==> src/rtl/dispscan_pkg.sv <==
// Shared types and constants for the display scan controller.
package dispscan_pkg;

    localparam int unsigned NIB_W     = 4;
    localparam int unsigned DEF_DIV   = 50000;
    localparam int unsigned DEF_BLANK = 4;

    typedef enum logic [1:0] {
        ST_IDLE  = 2'd0,
        ST_SHOW  = 2'd1,
        ST_BLANK = 2'd2
    } state_e;

endpackage

==> src/rtl/dispscan_if.sv <==
// Load/ack handshake and scan outputs of the display scan controller.
interface dispscan_if #(
    parameter int unsigned DIGITS = 4
);
    import dispscan_pkg::*;

    logic                      EN;
    logic [NIB_W*DIGITS-1:0]   VAL;
    logic                      LOAD;
    logic                      ACK;
    logic [NIB_W-1:0]          DISP;
    logic [DIGITS-1:0]         AN;

    modport master (output EN, VAL, LOAD, input ACK, DISP, AN);
    modport slave  (input EN, VAL, LOAD, output ACK, DISP, AN);

endinterface

==> src/rtl/dispscan_tick.sv <==
// Loadable down-counter; tc_o is high while the count is zero.
module dispscan_tick #(
    parameter int unsigned W = 3
) (
    input  logic         clk_i,
    input  logic         rst_ni,
    input  logic         load_i,
    input  logic [W-1:0] load_val_i,
    output logic         tc_o
);

    logic [W-1:0] cnt_q, cnt_d;

    // Reload on request, otherwise count down and park at zero.
    always_comb begin
        cnt_d = cnt_q;
        if (load_i) begin
            cnt_d = load_val_i;
        end else if (cnt_q != '0) begin
            cnt_d = cnt_q - 1'b1;
        end
    end

    // Counter register.
    always_ff @(posedge clk_i or negedge rst_ni) begin
        if (!rst_ni) begin
            cnt_q <= '0;
        end else begin
            cnt_q <= cnt_d;
        end
    end

    assign tc_o = (cnt_q == '0);

endmodule

==> src/rtl/dispscan_ctrl.sv <==
// Time-multiplexed digit scan controller with frame-aligned value commit.
// Optional leading-zero blanking: define DISPSCAN_LZB_EN.
module dispscan_ctrl
    import dispscan_pkg::*;
#(
    parameter int unsigned DIGITS = 4,
    parameter int unsigned DIV    = DEF_DIV,
    parameter int unsigned BLANK  = DEF_BLANK
) (
    input  logic      CLK,
    input  logic      RST_N,
    dispscan_if.slave bus
);

    localparam int unsigned IDX_W   = $clog2(DIGITS);
    localparam int unsigned VAL_W   = NIB_W * DIGITS;
    // Sized for DIV; widened only if BLANK ever exceeds DIV.
    localparam int unsigned CNT_MAX = (DIV > BLANK) ? DIV : BLANK;
    localparam int unsigned CNT_W   = $clog2(CNT_MAX + 1);

    localparam logic [IDX_W-1:0] LAST_IDX = IDX_W'(DIGITS - 1);
    localparam logic [CNT_W-1:0] SHOW_LD  = CNT_W'(DIV - 1);
    localparam logic [CNT_W-1:0] BLANK_LD = CNT_W'((BLANK == 0) ? 0 : BLANK - 1);

    state_e             state_q, state_d;
    logic [IDX_W-1:0]   idx_q, idx_d;
    logic [VAL_W-1:0]   active_q, active_d;
    logic [VAL_W-1:0]   pend_val_q, pend_val_d;
    logic               pend_q, pend_d;
    logic               ack_q, ack_d;
    logic [DIGITS-1:0]  an_q, an_d;
    logic [NIB_W-1:0]   disp_q, disp_d;

    logic               tick_load;
    logic [CNT_W-1:0]   tick_val;
    logic               tick_tc;
    logic               frame_end;
    logic               lzb_hide;

    dispscan_tick #(.W(CNT_W)) u_tick (
        .clk_i      (CLK),
        .rst_ni     (RST_N),
        .load_i     (tick_load),
        .load_val_i (tick_val),
        .tc_o       (tick_tc)
    );

    // Scan sequencing: state, digit index and prescaler reloads.
    always_comb begin
        state_d   = state_q;
        idx_d     = idx_q;
        tick_load = 1'b0;
        tick_val  = '0;
        frame_end = 1'b0;
        if (!bus.EN) begin
            state_d   = ST_IDLE;
            idx_d     = '0;
            tick_load = 1'b1;
        end else begin
            case (state_q)
                ST_IDLE: begin
                    state_d   = ST_SHOW;
                    idx_d     = '0;
                    tick_load = 1'b1;
                    tick_val  = SHOW_LD;
                end
                ST_SHOW: begin
                    if (tick_tc) begin
                        tick_load = 1'b1;
                        if (BLANK != 0) begin
                            state_d  = ST_BLANK;
                            tick_val = BLANK_LD;
                        end else begin
                            frame_end = (idx_q == LAST_IDX);
                            idx_d     = (idx_q == LAST_IDX) ? '0 : idx_q + 1'b1;
                            tick_val  = SHOW_LD;
                        end
                    end
                end
                ST_BLANK: begin
                    if (tick_tc) begin
                        tick_load = 1'b1;
                        state_d   = ST_SHOW;
                        tick_val  = SHOW_LD;
                        frame_end = (idx_q == LAST_IDX);
                        idx_d     = (idx_q == LAST_IDX) ? '0 : idx_q + 1'b1;
                    end
                end
                default: begin
                    state_d   = ST_IDLE;
                    idx_d     = '0;
                    tick_load = 1'b1;
                end
            endcase
        end
    end

    // Value handshake: commit in IDLE or at a frame boundary, else hold pending.
    always_comb begin
        active_d   = active_q;
        pend_val_d = pend_val_q;
        pend_d     = pend_q;
        ack_d      = 1'b0;
        if (((state_q == ST_IDLE) || frame_end) && bus.LOAD) begin
            active_d = bus.VAL;
            pend_d   = 1'b0;
            ack_d    = 1'b1;
        end else if (((state_q == ST_IDLE) || frame_end) && pend_q) begin
            active_d = pend_val_q;
            pend_d   = 1'b0;
            ack_d    = 1'b1;
        end else if (bus.LOAD) begin
            pend_val_d = bus.VAL;
            pend_d     = 1'b1;
        end
    end

    // Registered outputs are derived from next-state so they align with it.
    always_comb begin
`ifdef DISPSCAN_LZB_EN
        lzb_hide = (idx_d != '0) && ((active_d >> (NIB_W * idx_d)) == '0);
`else
        lzb_hide = 1'b0;
`endif
        an_d   = '0;
        disp_d = '0;
        case (state_d)
            ST_SHOW: begin
                an_d   = lzb_hide ? '0 : (DIGITS'(1) << idx_d);
                disp_d = active_d[NIB_W*idx_d +: NIB_W];
            end
            ST_BLANK: disp_d = disp_q;
            default:  disp_d = '0;
        endcase
    end

    // State and output registers.
    always_ff @(posedge CLK or negedge RST_N) begin
        if (!RST_N) begin
            state_q    <= ST_IDLE;
            idx_q      <= '0;
            active_q   <= '0;
            pend_val_q <= '0;
            pend_q     <= 1'b0;
            ack_q      <= 1'b0;
            an_q       <= '0;
            disp_q     <= '0;
        end else begin
            state_q    <= state_d;
            idx_q      <= idx_d;
            active_q   <= active_d;
            pend_val_q <= pend_val_d;
            pend_q     <= pend_d;
            ack_q      <= ack_d;
            an_q       <= an_d;
            disp_q     <= disp_d;
        end
    end

    assign bus.ACK  = ack_q;
    assign bus.DISP = disp_q;
    assign bus.AN   = an_q;

endmodule
==> src/flat_wrapper.sv <==
// flat-port wrapper written by rule: the top's interface ports become plain ports
module dispscan_ctrl_flat import dispscan_pkg::*;
#(
    parameter int unsigned DIGITS = 4,
    parameter int unsigned DIV    = DEF_DIV,
    parameter int unsigned BLANK  = DEF_BLANK
)
  (CLK, RST_N, bus_EN, bus_VAL, bus_LOAD, bus_ACK, bus_DISP, bus_AN);
  dispscan_if #(.DIGITS(DIGITS)) bus_i ();
  input  logic CLK;
  input  logic RST_N;
  input wire logic [$bits(bus_i.EN)-1:0] bus_EN;
  input wire logic [$bits(bus_i.VAL)-1:0] bus_VAL;
  input wire logic [$bits(bus_i.LOAD)-1:0] bus_LOAD;
  output wire logic [$bits(bus_i.ACK)-1:0] bus_ACK;
  output wire logic [$bits(bus_i.DISP)-1:0] bus_DISP;
  output wire logic [$bits(bus_i.AN)-1:0] bus_AN;
  assign bus_i.EN = bus_EN;
  assign bus_i.VAL = bus_VAL;
  assign bus_i.LOAD = bus_LOAD;
  assign bus_ACK = bus_i.ACK;
  assign bus_DISP = bus_i.DISP;
  assign bus_AN = bus_i.AN;
  dispscan_ctrl #(.DIGITS(DIGITS), .DIV(DIV), .BLANK(BLANK)) u_core (.CLK(CLK), .RST_N(RST_N), .bus(bus_i));
endmodule
==> config.mk <==
export PLATFORM = sky130hd
export DESIGN_NAME = dispscan_ctrl_flat
export DESIGN_NICKNAME = d
export VERILOG_FILES = /design/src/rtl/dispscan_pkg.sv /design/src/rtl/dispscan_if.sv /design/src/rtl/dispscan_tick.sv /design/src/rtl/dispscan_ctrl.sv /design/src/flat_wrapper.sv
export SDC_FILE = /design/constraint.sdc
export NUM_CORES = 1
export LEC_CHECK = 0
export ABC_AREA = 1
export BUFFER_PORTS_ARGS = -buffer_cell sky130_fd_sc_hd__buf_2
export CAP_MARGIN = 0
export CORE_AREA = 2 2 68 134
export CTS_CLUSTER_SIZE = 20
export DETAILED_ROUTE_END_ITERATION = 6
export DIE_AREA = 0 0 70 136
export GPL_TIMING_DRIVEN = 0
export PLACE_DENSITY = 0.63
export SYNTH_ARGS = -nofsm -noshare
export SYNTH_HDL_FRONTEND = slang
export SYNTH_SLANG_ARGS = --single-unit
==> constraint.sdc <==
create_clock -name CLK -period 2.21 [get_ports CLK]
set_input_delay 0.442 -clock CLK [delete_from_list [all_inputs] [get_ports CLK]]
set_output_delay 0.442 -clock CLK [all_outputs]
set_load 0.01 [all_outputs]
==> results.cfg <==
[sta]
slew_violations = 0
holdWs_ns = 0.188
worstMarginPinSlew_ns = 0.783
relSlewSlack_pct = 47.8
fmax_mhz = 476
final_hold_viol_count = 0
period_share_pct = 95.0
rsz0062_at_grt = true
fin_skew_ns = 0.00575
min_period_ns = 2.10
setup_violations = 0

[power]
peakVddDrop_v = 0.000580
p_leak_nw = 2.05
power_per_cell_area_nw_per_um2 = 1110
power_mw = 4.50

[synth]
post_synth_inst_count = 389
ys_warn_count = 0
syn-num-nets = 415
ys_seq_area_share_pct = 47.1
netlist_area_um2 = 3290
ys_types = 39
synth_seq_cells = 62
avgSynthCellArea_um2 = 8.47

[setup_path]
cpMostUsedCell = nand2_1
cp_max_fo = 7
crit_type = reg -> reg
worstPathRequired_ns = 2.44
critical_path.cell_chain = nor2_1, nand2_1, nor2_4, nand3_2, nand2_4, buf_8, buf_4, nand3_2, nand2_1, nand3_1, nand3_1, nand2_1, o21ai_1, nand2_1
critPathLaunchType = flip-flop
arrival_ns = 2.33
crit_path_end_kind = flip-flop
r2r_slack_ns = 0.11
max_stage_delay_ns = 0.42
crit_slowest_cell = dfrtp_1

[routing]
dr.pass1.iters = 4
vias = 2736
antenna_left = 0
routed_wl_um = 7900
drc_errors = 0
drt_iter0_markers = 196
wire_per_inst_um = 14.6
drt-vias-per-instance = 5.08

[grt]
grt_start_max_net_pins = 63
overflow = 0
antenna_found_initial = 0
grt_usage_pct = 17.3
grt_pass1_vias = 2714
grt_pass1_wl_um = 12700

[floorplan]
rows = 48
start_util_pct = 38.6
fp.dieW_um = 70
chipHeight_um = 136
io_pins = 29
dieArea_um2 = 9520
fp.coreArea_um2 = 8530

[clocking]
htreeDepth = 3
cts_buffer_depth = 2
clkTransAtPathRegs_ns = 0.05
clock-sinks = 62
worstSkewPairLatency_ns = 0.34
cts_made_buffers = 9
root_buffer = clkbuf_16
cts_tree = built
cts_hold_buf = 0

[place]
io_buffers = 28
routabilityCongestion = 0.852
dpl-instance-area_um2 = 3560
dp_hpwl_um = 5830
place_inst = 517

[final_layout]
layout-drive-gt1-share_pct = 23.7
final_cells = 539
finalNetCount = 460
area_growth_pct = 22.6
antennaDiodeCount = 0
final_area_um2 = 4040

[job]
cap_violations = 0

[min_path]
worstHoldPathType = in -> async

[status]
outcome = complete, no violations
layer usage:
metal | routed length, um | global-route usage (%)
met2 | 4440 | 31.9
met1 | 2920 | 17.8
met3 | 243 | 4.00
met5 | 0 | 0
met4 | 299 | 9.51
final timing paths:
kind / from / end / depth (start not counted)
setup / recovery: u_core.u_tick.cnt_q[8]$_DFFE_PN0P_ / u_core.bus.DISP[2]$_DFFE_PN0P_ / 14
hold / removal: RST_N / u_core.u_tick.cnt_q[14]$_DFFE_PN0P_ / 1
max in group asynchronous: RST_N / u_core.bus.ACK$_DFF_PN0_ / 1
hold reg to reg: u_core.pend_val_q[8]$_DFFE_PN0P_ / u_core.pend_val_q[8]$_DFFE_PN0P_ / 2
min in group CLK: bus_VAL[8] / u_core.pend_val_q[8]$_DFFE_PN0P_ / 3
setup reg to reg: u_core.u_tick.cnt_q[8]$_DFFE_PN0P_ / u_core.bus.DISP[2]$_DFFE_PN0P_ / 14
sequential cells by signal, indices dropped and copies added, names as in the netlist:
register,cells
u_core.active_q,16
u_core.idx_q,2
u_core.u_tick.cnt_q,16
u_core.pend_q,1
u_core.bus.DISP,4
u_core.state_q,2
u_core.bus.ACK,1
u_core.pend_val_q,16
u_core.bus.AN,4
area by class of cell:
type | count | area [um^2]
buffer | 12 | 138
fill | 845 | 4490
multi-input combinational | 270 | 1520
sequential | 62 | 1550
clock inverter | 5 | 81.3
timing repair buffer | 33 | 198
clock buffer | 11 | 253
inverter | 46 | 178
tap | 100 | 125
kinds of logic after synthesis:
kind of cell	count (synthesis)	share of synthesized area, %
DFF	62	47.1
and+or+nand+nor	215	32.7
buffers and inverters	58	9.19
xor gates and xnor gates	8	2.13
adders and majority gates	6	2.28
AOI/OAI and AO/OA	40	6.61
power by group:
part,total [mW],leakage (nW),switching (mW),internal (mW)
clock network,1.55,0.162,0.508,1.05
registers,1.60,0.779,0.162,1.43
logic,1.35,1.11,0.794,0.559
repair_timing:
item / in CTS / in global routing
pin swaps: 0 / 6
gates cloned: 0 / 2
setup endpoints to repair: 16 / 11
gates resized for setup: 8 / 14
hold endpoints to repair: 0 / 0
buffers inserted: 0 / 4
layout by cell type (no fill, tap or decap), drive strengths merged:
| cell type | instances |
|---|---|
| nor2 | 32 |
| o21ai | 31 |
| nor4 | 1 |
| nand3 | 42 |
| o31ai | 1 |
| nand3b | 1 |
| xor2 | 5 |
| nor3 | 9 |
| nand2 | 96 |
| inv | 44 |
| a21oi | 5 |
| clkinv | 4 |
| dfrtp | 62 |
| and2 | 16 |
| xnor2 | 3 |
| o21a | 1 |
| and3 | 2 |
| clkinvlp | 1 |
| a211oi | 1 |
| buf | 37 |
| a31oi | 1 |
| clkbuf | 19 |
| nand4 | 17 |
| ha | 6 |
| bufinv | 2 |
Yosys cell counts (all sizes together):
cell    number  area [um^2]
dfrtp       62         1550
and3         2         13.8
o21ai       31          159
ha           6         75.1
nand3b       1         7.51
a31oi        1         6.26
nand3       41          253
and2        16          105
nor2        32          150
a21oi        5         25.0
clkinv       2         8.75
nand2       96          385
nor3         9         50.1
a211oi       1         12.5
inv         44          165
buf          5         52.6
xor2         5         43.8
xnor2        3         26.3
o31ai        1         7.51
clkbuf       7         76.3
nor4         1         6.26
nand4       17          106
o21a         1         7.51
stage by stage:
stage                     util (%)  TNS (ns)  setup WS [ns]
after floorplan                  -         0          0.299
after global placement        41.7    -0.553         -0.121
after detailed placement      41.8    -0.735         -0.159
after CTS                     46.0         0         0.0185
after global routing          47.4   -0.0823        -0.0374
final                         47.4         0          0.110
critical path, delay by kind of cell (launching register included):
| kind | cells | cell delay (ns) |
|---|---|---|
| AND/OR/NAND/NOR | 11 | 1.17 |
| flip-flops | 1 | 0.42 |
| buffers and inverters | 2 | 0.24 |
| AO/OA/AOI/OAI | 1 | 0.16 |
(Power assumes the default switching activity.)
